`src/rtl/tff_pkg.sv`:
```
// Shared mode encoding for the flip-flop bank.
package tff_pkg;

  typedef enum logic [1:0] {
    MODE_T  = 2'b00,
    MODE_D  = 2'b01,
    MODE_JK = 2'b10,
    MODE_SR = 2'b11
  } mode_t;

endpackage : tff_pkg

```
`src/rtl/tff_popcount.sv`:
```
// Combinational population count of a WIDTH-bit vector.
module tff_popcount #(
  parameter  int unsigned WIDTH = 8,
  localparam int unsigned PC_W  = $clog2(WIDTH + 1)
) (
  input  logic [WIDTH-1:0] i_vec,
  output logic [PC_W-1:0]  o_cnt_c
);

  // Sum the set bits one at a time.
  always_comb begin
    o_cnt_c = '0;
    for (int i = 0; i < WIDTH; i++) begin
      o_cnt_c = o_cnt_c + PC_W'(i_vec[i]);
    end
  end

endmodule : tff_popcount

```
`src/rtl/tff_bank.sv`:
```
// Bank of WIDTH flip-flop channels sharing a run-time T/D/JK/SR mode,
// with parallel load, per-channel flip pulses, a saturating flip counter
// and a sticky SR-illegal flag.
module tff_bank
  import tff_pkg::*;
#(
  parameter int unsigned WIDTH = 8,
  parameter int unsigned CNT_W = 8
) (
  input  logic             clk,
  input  logic             rst,
  input  mode_t            i_mode,
  input  logic [WIDTH-1:0] i_en,
  input  logic [WIDTH-1:0] i_a,
  input  logic [WIDTH-1:0] i_b,
  input  logic             i_load,
  input  logic [WIDTH-1:0] i_load_val,
  input  logic             i_clr_cnt,
  output logic [WIDTH-1:0] o_q,
  output logic [WIDTH-1:0] o_qbar,
  output logic [WIDTH-1:0] o_flip,
  output logic [CNT_W-1:0] o_flip_cnt,
  output logic             o_sr_err
);

  localparam int unsigned PC_W  = $clog2(WIDTH + 1);
  localparam int unsigned SUM_W = CNT_W + 1;
  localparam logic [SUM_W-1:0] SAT_MAX = SUM_W'((1 << CNT_W) - 1);

  logic [WIDTH-1:0] r_q;
  logic [WIDTH-1:0] r_flip;
  logic [CNT_W-1:0] r_cnt;
  logic             r_err;

  logic [WIDTH-1:0] w_q_mode;
  logic [WIDTH-1:0] w_q_op;
  logic [WIDTH-1:0] w_q_nx;
  logic [WIDTH-1:0] w_flip_nx;
  logic [PC_W-1:0]  w_pc;
  logic [SUM_W-1:0] w_sum;
  logic [CNT_W-1:0] w_cnt_nx;
  logic             w_err_now;
  logic             w_err_nx;

  // Per-mode next value ignoring enable; SR 11 falls through to hold.
  always_comb begin
    w_q_mode = r_q;
    case (i_mode)
      MODE_T:  w_q_mode = r_q ^ i_a;
      MODE_D:  w_q_mode = i_a;
      MODE_JK: w_q_mode = (i_a & ~r_q) | (~i_b & r_q);
      MODE_SR: w_q_mode = (i_a & ~i_b) | (r_q & ~(i_a ^ i_b));
      default: w_q_mode = r_q;
    endcase
  end

  // Apply enable mask, load priority and derive flip pulses.
  always_comb begin
    w_q_op    = (w_q_mode & i_en) | (r_q & ~i_en);
    w_q_nx    = i_load ? i_load_val : w_q_op;
    w_flip_nx = i_load ? '0 : (w_q_op ^ r_q);
  end

  tff_popcount #(.WIDTH(WIDTH)) u_popcount (
    .i_vec   (w_flip_nx),
    .o_cnt_c (w_pc)
  );

  // Clear-then-add saturating counter and sticky SR error flag.
  always_comb begin
    w_sum     = SUM_W'(r_cnt) + SUM_W'(w_pc);
    w_cnt_nx  = (w_sum > SAT_MAX) ? SAT_MAX[CNT_W-1:0] : w_sum[CNT_W-1:0];
    if (i_clr_cnt) begin
      w_cnt_nx = CNT_W'(w_pc);
    end
    w_err_now = (i_mode == MODE_SR) && !i_load && |(i_en & i_a & i_b);
    w_err_nx  = (i_clr_cnt ? 1'b0 : r_err) | w_err_now;
  end

  // State registers with synchronous reset.
  always_ff @(posedge clk) begin
    if (rst) begin
      r_q    <= '0;
      r_flip <= '0;
      r_cnt  <= '0;
      r_err  <= 1'b0;
    end else begin
      r_q    <= w_q_nx;
      r_flip <= w_flip_nx;
      r_cnt  <= w_cnt_nx;
      r_err  <= w_err_nx;
    end
  end

  assign o_q        = r_q;
  assign o_qbar     = ~r_q;
  assign o_flip     = r_flip;
  assign o_flip_cnt = r_cnt;
  assign o_sr_err   = r_err;

endmodule : tff_bank

```
`config.mk`:
```
export PLATFORM = sky130hd
export DESIGN_NAME = tff_bank
export DESIGN_NICKNAME = d
export VERILOG_FILES = /design/src/rtl/tff_pkg.sv /design/src/rtl/tff_popcount.sv /design/src/rtl/tff_bank.sv
export SDC_FILE = /design/constraint.sdc
export NUM_CORES = 1
export LEC_CHECK = 0
export CORE_MARGIN = 2
export CORE_UTILIZATION = 25
export CTS_CLUSTER_DIAMETER = 30
export DETAILED_ROUTE_END_ITERATION = 12
export HOLD_SLACK_MARGIN = 0.02
export PLACE_DENSITY = 0.56
export SYNTH_ARGS = -nofsm -noshare
export SYNTH_HDL_FRONTEND = slang
export SYNTH_SLANG_ARGS = --single-unit
```
`constraint.sdc`:
```
create_clock -name clk -period 8.6 [get_ports clk]
set_input_delay 1.29 -clock clk [delete_from_list [all_inputs] [get_ports clk]]
set_output_delay 1.29 -clock clk [all_outputs]
set_load 0.005 [all_outputs]
```
==> out/summary.txt, run 1 <==
CTS Root Cell = clkbuf_8
critical path class = primary input to flop
R2R cell count = 19
setup TNS = 0 ns
Initial DRC Count = 132
Area Overhead vs Synth = 33.0%
Die Y = 104 µm
PwrDens = 108 nW/µm²
worst IR drop on VDD = 0.0509 mV
Worst EP arrival = 6.90 ns
# Post-CTS Setup Buffers = 0
Slowest-stage cell, CP = clkdlybuf4s50_1
Max Slew Vio Count = 0
# hold bufs at CTS = 0
Row Count = 36
core area = 9680 µm²
slew margin rel. = 0.211
Via density = 4.91
syn nets = 376
critical path cell sequence = clkdlybuf4s50_1, and3b_1, a21oi_1, nor2_1, a211oi_1, nor3_1, ha_1, inv_1, fa_1, fa_1, inv_1, fa_1, inv_1, fa_1, inv_1, fa_1, a211oi_1, nor3_1, a31oi_1, a221oi_1
largest net degree at the start of global routing = 37
Yosys cell types = 43
netlist area before placement = 2480 µm²
Synthesis Warnings = 0
number of synthesized flops with an enable pin = 0
Hold Vio Cnt, Final = 0
Vias = 2,488
FF-to-FF setup slack = 3.65 ns
diodes inserted = 0
DP Wirelength = 5.40 mm
die area = 10,700 µm²
Remaining DRCs = 0
register bit count reported by yosys = 25
RD Place Congestion = 0.818
peak fanout along the critical path = 36
crit path from = i_mode[0]
Avg Synthesized Cell Area = 7.80 µm²
router iterations before antenna repair = 5
Die Wd = 104 µm
Critical R2R Launch = o_q[1]
grt ovf = 0
Post-Route WL = 6.94 mm
number of port buffers = 70
Worst-Margin Slew = 1.18 ns
hold path depth = 2
worst hold start = o_sr_err
# H-tree levels = 1
worst skew pair latency = 0.28 ns
fin worst setup slack = 1.84 ns
RSZ-0062 raised after global routing = no
TritonCTS clock tree = done
ys async rst share = 0
vias in the first global route = 2,445
layout cells sized above 1 = 0.0856
Power Total = 357 µW
worst hold-check path type = flop to flop
Worst Hold End = o_sr_err
clk buf depth = 2
GRT Total Usage = 0.129
CP dominant cell by count = fa_1
skew final = 0.00597 ns
maxcap violations = 0
routed len/inst = 13.7 µm
Critical Path Source Type = primary input
PostCTS Resize Cnt = 0
achievable frequency = 0.148 GHz
crit end category = flop
Num CTS Buffers = 3
WP data required = 8.74 ns
Post-Place Worst Slack = 1.50 ns
peak per-stage delay on the critical path = 1.02 ns
Tmin final = 6.76 ns
Ports = 71
Post-Syn Instances = 318
status = complete, no violations
post-synthesis sequential area ratio = 0.202
fin nets = 433
main flop type after synthesis = dfxtp_1
antenna-violating nets left = 0
worst path bufs/invs = 5
Static Leak = 1.34 nW
CP delay by family, top = adder cells
hold_ws = 0.499 ns
Final setup violation count = 0
Initial Util = 0.256
Clk pin slew, worst setup/hold paths = 0.10 ns
reg2reg end = o_flip_cnt[1]
final period utilization = 0.786
first-pass GRT wire length = 11.6 mm
initial antenna violation count = 0
Sink Count = 25
-- cell type report --
type	instances	area, µm²
flip-flops and latches	25	500
clock buffers	4	45.0
fillers	1050	6380
well taps	133	166
repair buffers	74	731
multi-input cells	228	1700
inverters	43	161
-- through the flow --
step | std cells | util | instance area [µm²]
2_1_floorplan | 318 | - | 2480
3_3_place_gp | 503 | 0.336 | 3250
3_5_place_dp | 503 | 0.336 | 3250
4_1_cts | 507 | 0.341 | 3300
5_1_grt | 507 | 0.341 | 3300
6_report | 507 | 0.341 | 3300
-- registers in the layout (all words and copies together), names as in the netlist --
name	count
o_flip	8
o_flip_cnt	8
o_q	8
o_sr_err	1
-- worst register-to-register path: cells and delay by family, from the launching register on --
family	cells	cell delay (ns)
buf+inv	5	0.42
compound gates	5	1.25
flops	1	0.51
fa+ha+maj	6	2.32
simple gates	3	0.32
-- layout by cell type, fill, tap and decap left out, drive strengths merged, types with 7 or more instances in the layout --
master	netlist	routed
nand3	14	14
o311ai	7	7
nor3	13	13
o21ai	19	19
mux4	7	7
clkdlybuf4s50	0	70
a21oi	24	24
nand2	23	23
a21o	8	8
a211oi	12	12
ha	15	15
dfxtp	25	25
inv	43	43
o31ai	8	8
nor2	19	19
a221oi	12	12
-- power by group --
| group | internal (mW) | switching [mW] | total, mW |
|---|---|---|---|
| sequential | 0.123 | 0.0104 | 0.134 |
| combinational | 0.0772 | 0.0709 | 0.148 |
| clock | 0.0333 | 0.0424 | 0.0757 |
| total | 0.234 | 0.124 | 0.357 |
-- routing by layer --
metal / track usage / wire length, µm / vias to the layer above
li1: - / - / 1274
met1: 0.168 / 3290 / 1146
met2: 0.221 / 3210 / 62
met3: 0.0258 / 349 / 6
met4: 0.0299 / 82 / 0
met5: 0 / 0 / -
-- cell usage after synthesis (8+ instances only) --
library cell / number / share of area
dfxtp_1: 25 / 0.20
o31ai_1: 8 / 0.024
a211oi_1: 12 / 0.036
a21o_1: 8 / 0.024
nand2_1: 22 / 0.033
o21ai_0: 17 / 0.034
ha_1: 15 / 0.076
inv_1: 42 / 0.064
nor3_1: 13 / 0.026
buf_2: 8 / 0.016
a21oi_1: 24 / 0.048
nand3_1: 14 / 0.028
nor2_1: 19 / 0.029
-- logic make-up (layout without fill, tap and decap cells) --
family,count (synthesis),count (layout),synth area share
AO/OA/AOI/OAI,102,102,0.296
XOR/XNOR,4,4,0.0141
adder cells (fa/ha/maj),20,20,0.116
buffers and inverters,65,121,0.115
flip-flops,25,25,0.202
multiplexers,8,8,0.0676
AND/OR/NAND/NOR,94,94,0.190
-- worst max-delay path by stage --
stage / slack (ns) / to / depth (start not counted)
finish: 1.84 / o_flip_cnt[1] / 20
global route: 1.28 / o_flip_cnt[0] / 20
CTS: 1.82 / o_flip_cnt[1] / 20
detailed placement: 1.50 / o_flip_cnt[1] / 20
global placement: 1.64 / o_flip_cnt[3] / 20
floorplan: 3.07 / o_flip_cnt[0] / 18
(Power assumes the default switching activity.)
==> run 2, diff against run 1 <==
- clock period: 8.6 -> 6.5 ns (I/O delays scaled with it)
==> run 2 against run 1 <==
Net effect:
- critical path depth is the same
- worst hold slack lost 0.0085 ns
- highest routed layer unchanged
- worst setup slack worse by 1.2 ns
- cell area is 1.2% higher
- global-route usage shrank 0.16 points
==> out/summary.txt, run 2 (synthesis results as in run 1) <==
status = complete, no violations
Remaining DRCs = 0
antenna-violating nets left = 0
non-filler cells, final = 510
TritonCTS clock tree = done
design area = 3340 µm²
Slowest-stage cell, CP = clkdlybuf4s50_1
first-pass GRT wire length = 11.5 mm
initial antenna violation count = 0
# hold bufs at CTS = 0
skew final = 0.00919 ns
Row Count = 36
Sink Count = 25
Hold Vio Cnt, Final = 0
slew margin rel. = 0.657
Area Overhead vs Synth = 34.6%
most frequent cells in the layout = clkdlybuf4s50_1, inv_1, dfxtp_1, a21oi_1, nand2_1
peak per-stage delay on the critical path = 0.61 ns
Power Total = 475 µW
Critical Path Source Type = primary input
Clk pin slew, worst setup/hold paths = 0.10 ns
final design utilization = 0.345
Ports = 71
RSZ-0062 raised after global routing = no
Initial DRC Count = 108
grt ovf = 0
setup TNS = 0 ns
Max Slew Vio Count = 0
# H-tree levels = 1
Post-Place Worst Slack = 0.330 ns
die area = 10,700 µm²
number of port buffers = 70
Static Leak = 1.36 nW
Num CTS Buffers = 3
critical path cell sequence = clkdlybuf4s50_1, ha_1, o21ai_0, o21ai_0, a31o_2, nor3_1, ha_1, inv_1, fa_1, fa_1, inv_1, fa_1, inv_1, fa_1, inv_1, fa_1, a211oi_1, nor3_1, a31oi_1, a221oi_1
final period utilization = 0.905
peak fanout along the critical path = 8
Via density = 5.03
PwrDens = 142 nW/µm²
CTS Root Cell = clkbuf_8
Initial Util = 0.256
router iterations before antenna repair = 4
vias in the first global route = 2,436
GRT Total Usage = 0.128
worst hold-check path type = flop to flop
diodes inserted = 0
core area = 9680 µm²
crit end category = flop
DP Wirelength = 5.44 mm
WP data required = 6.64 ns
Tmin final = 5.88 ns
# Post-CTS Setup Buffers = 0
Final setup violation count = 0
clk buf depth = 2
CP dominant cell by count = fa_1
critical path class = primary input to flop
Vias = 2,563
most common cell after layout, fill and taps aside = clkdlybuf4s50_1
Die Y = 104 µm
worst skew pair latency = 0.28 ns
maxcap violations = 0
worst IR drop on VDD = 0.0649 mV
placed cell area = 3290 µm²
PostCTS Resize Cnt = 0
Worst-Margin Slew = 0.510 ns
layout cells sized above 1 = 0.0955
Post-Route WL = 7.02 mm
fin worst setup slack = 0.616 ns
DP Cell Count = 506
Filler Cell Count = 1,047
largest net degree at the start of global routing = 39
routed len/inst = 13.8 µm
Worst EP arrival = 6.03 ns
fin nets = 436
Die Wd = 104 µm
achievable frequency = 0.170 GHz
RD Place Congestion = 0.805
hold_ws = 0.491 ns
==> run 2: changes by cell type in the layout (fill, tap and decap cells not counted) <==
cell | previous run | this run
buf_4 | 4 | 6
buf_12 | 0 | 1
clkbuf_1 | 1 | 0
clkinvlp_4 | 0 | 1
==> run 2: power by group <==
part / leakage, nW / internal [mW] / switching [mW]
registers: 0.205 / 0.163 / 0.0140
logic: 1.13 / 0.103 / 0.0934
clock network: 0.0217 / 0.0437 / 0.0574
==> run 2: cell type report <==
| class | instances | area (µm²) | area share |
|---|---|---|---|
| inverter | 43 | 161 | 0.0484 |
| clock inverter | 1 | 7.51 | 0.00225 |
| timing repair buffer | 77 | 766 | 0.229 |
| multi-input combinational | 228 | 1700 | 0.508 |
| tap | 133 | 166 | 0.0499 |
| clock buffer | 3 | 41.3 | 0.0124 |
| sequential | 25 | 500 | 0.150 |
==> run 2: worst max-delay path, delay by kind of cell <==
kind	cells	cell delay (ns)
AOI/OAI and AO/OA	6	1.31
buffers and inverters	5	0.91
and+or+nand+nor	2	0.28
adders and majority gates	7	2.54
==> run 2: metal layers <==
layer | share of wire | vias up | GRT usage
li1 | - | 1274 | -
met1 | 0.47 | 1196 | 0.171
met2 | 0.45 | 83 | 0.206
met3 | 0.057 | 10 | 0.0245
met4 | 0.020 | 0 | 0.0444
met5 | 0 | - | 0
==> run 2: path summary, 6_finish.rpt <==
check                 from            end  slack (ns)  depth (start not counted)
hold / removal    o_sr_err       o_sr_err        0.49                          2
hold reg to reg   o_sr_err       o_sr_err        0.49                          2
setup / recovery    i_a[0]  o_flip_cnt[0]        0.62                         20
setup reg to reg    o_q[0]  o_flip_cnt[0]        1.56                         19
==> run 3, diff against run 2 <==
- CTS_CLUSTER_SIZE: not set -> 14
==> results of run 3 <==
Final layout, timing and power as in run 2 (identical DEF).
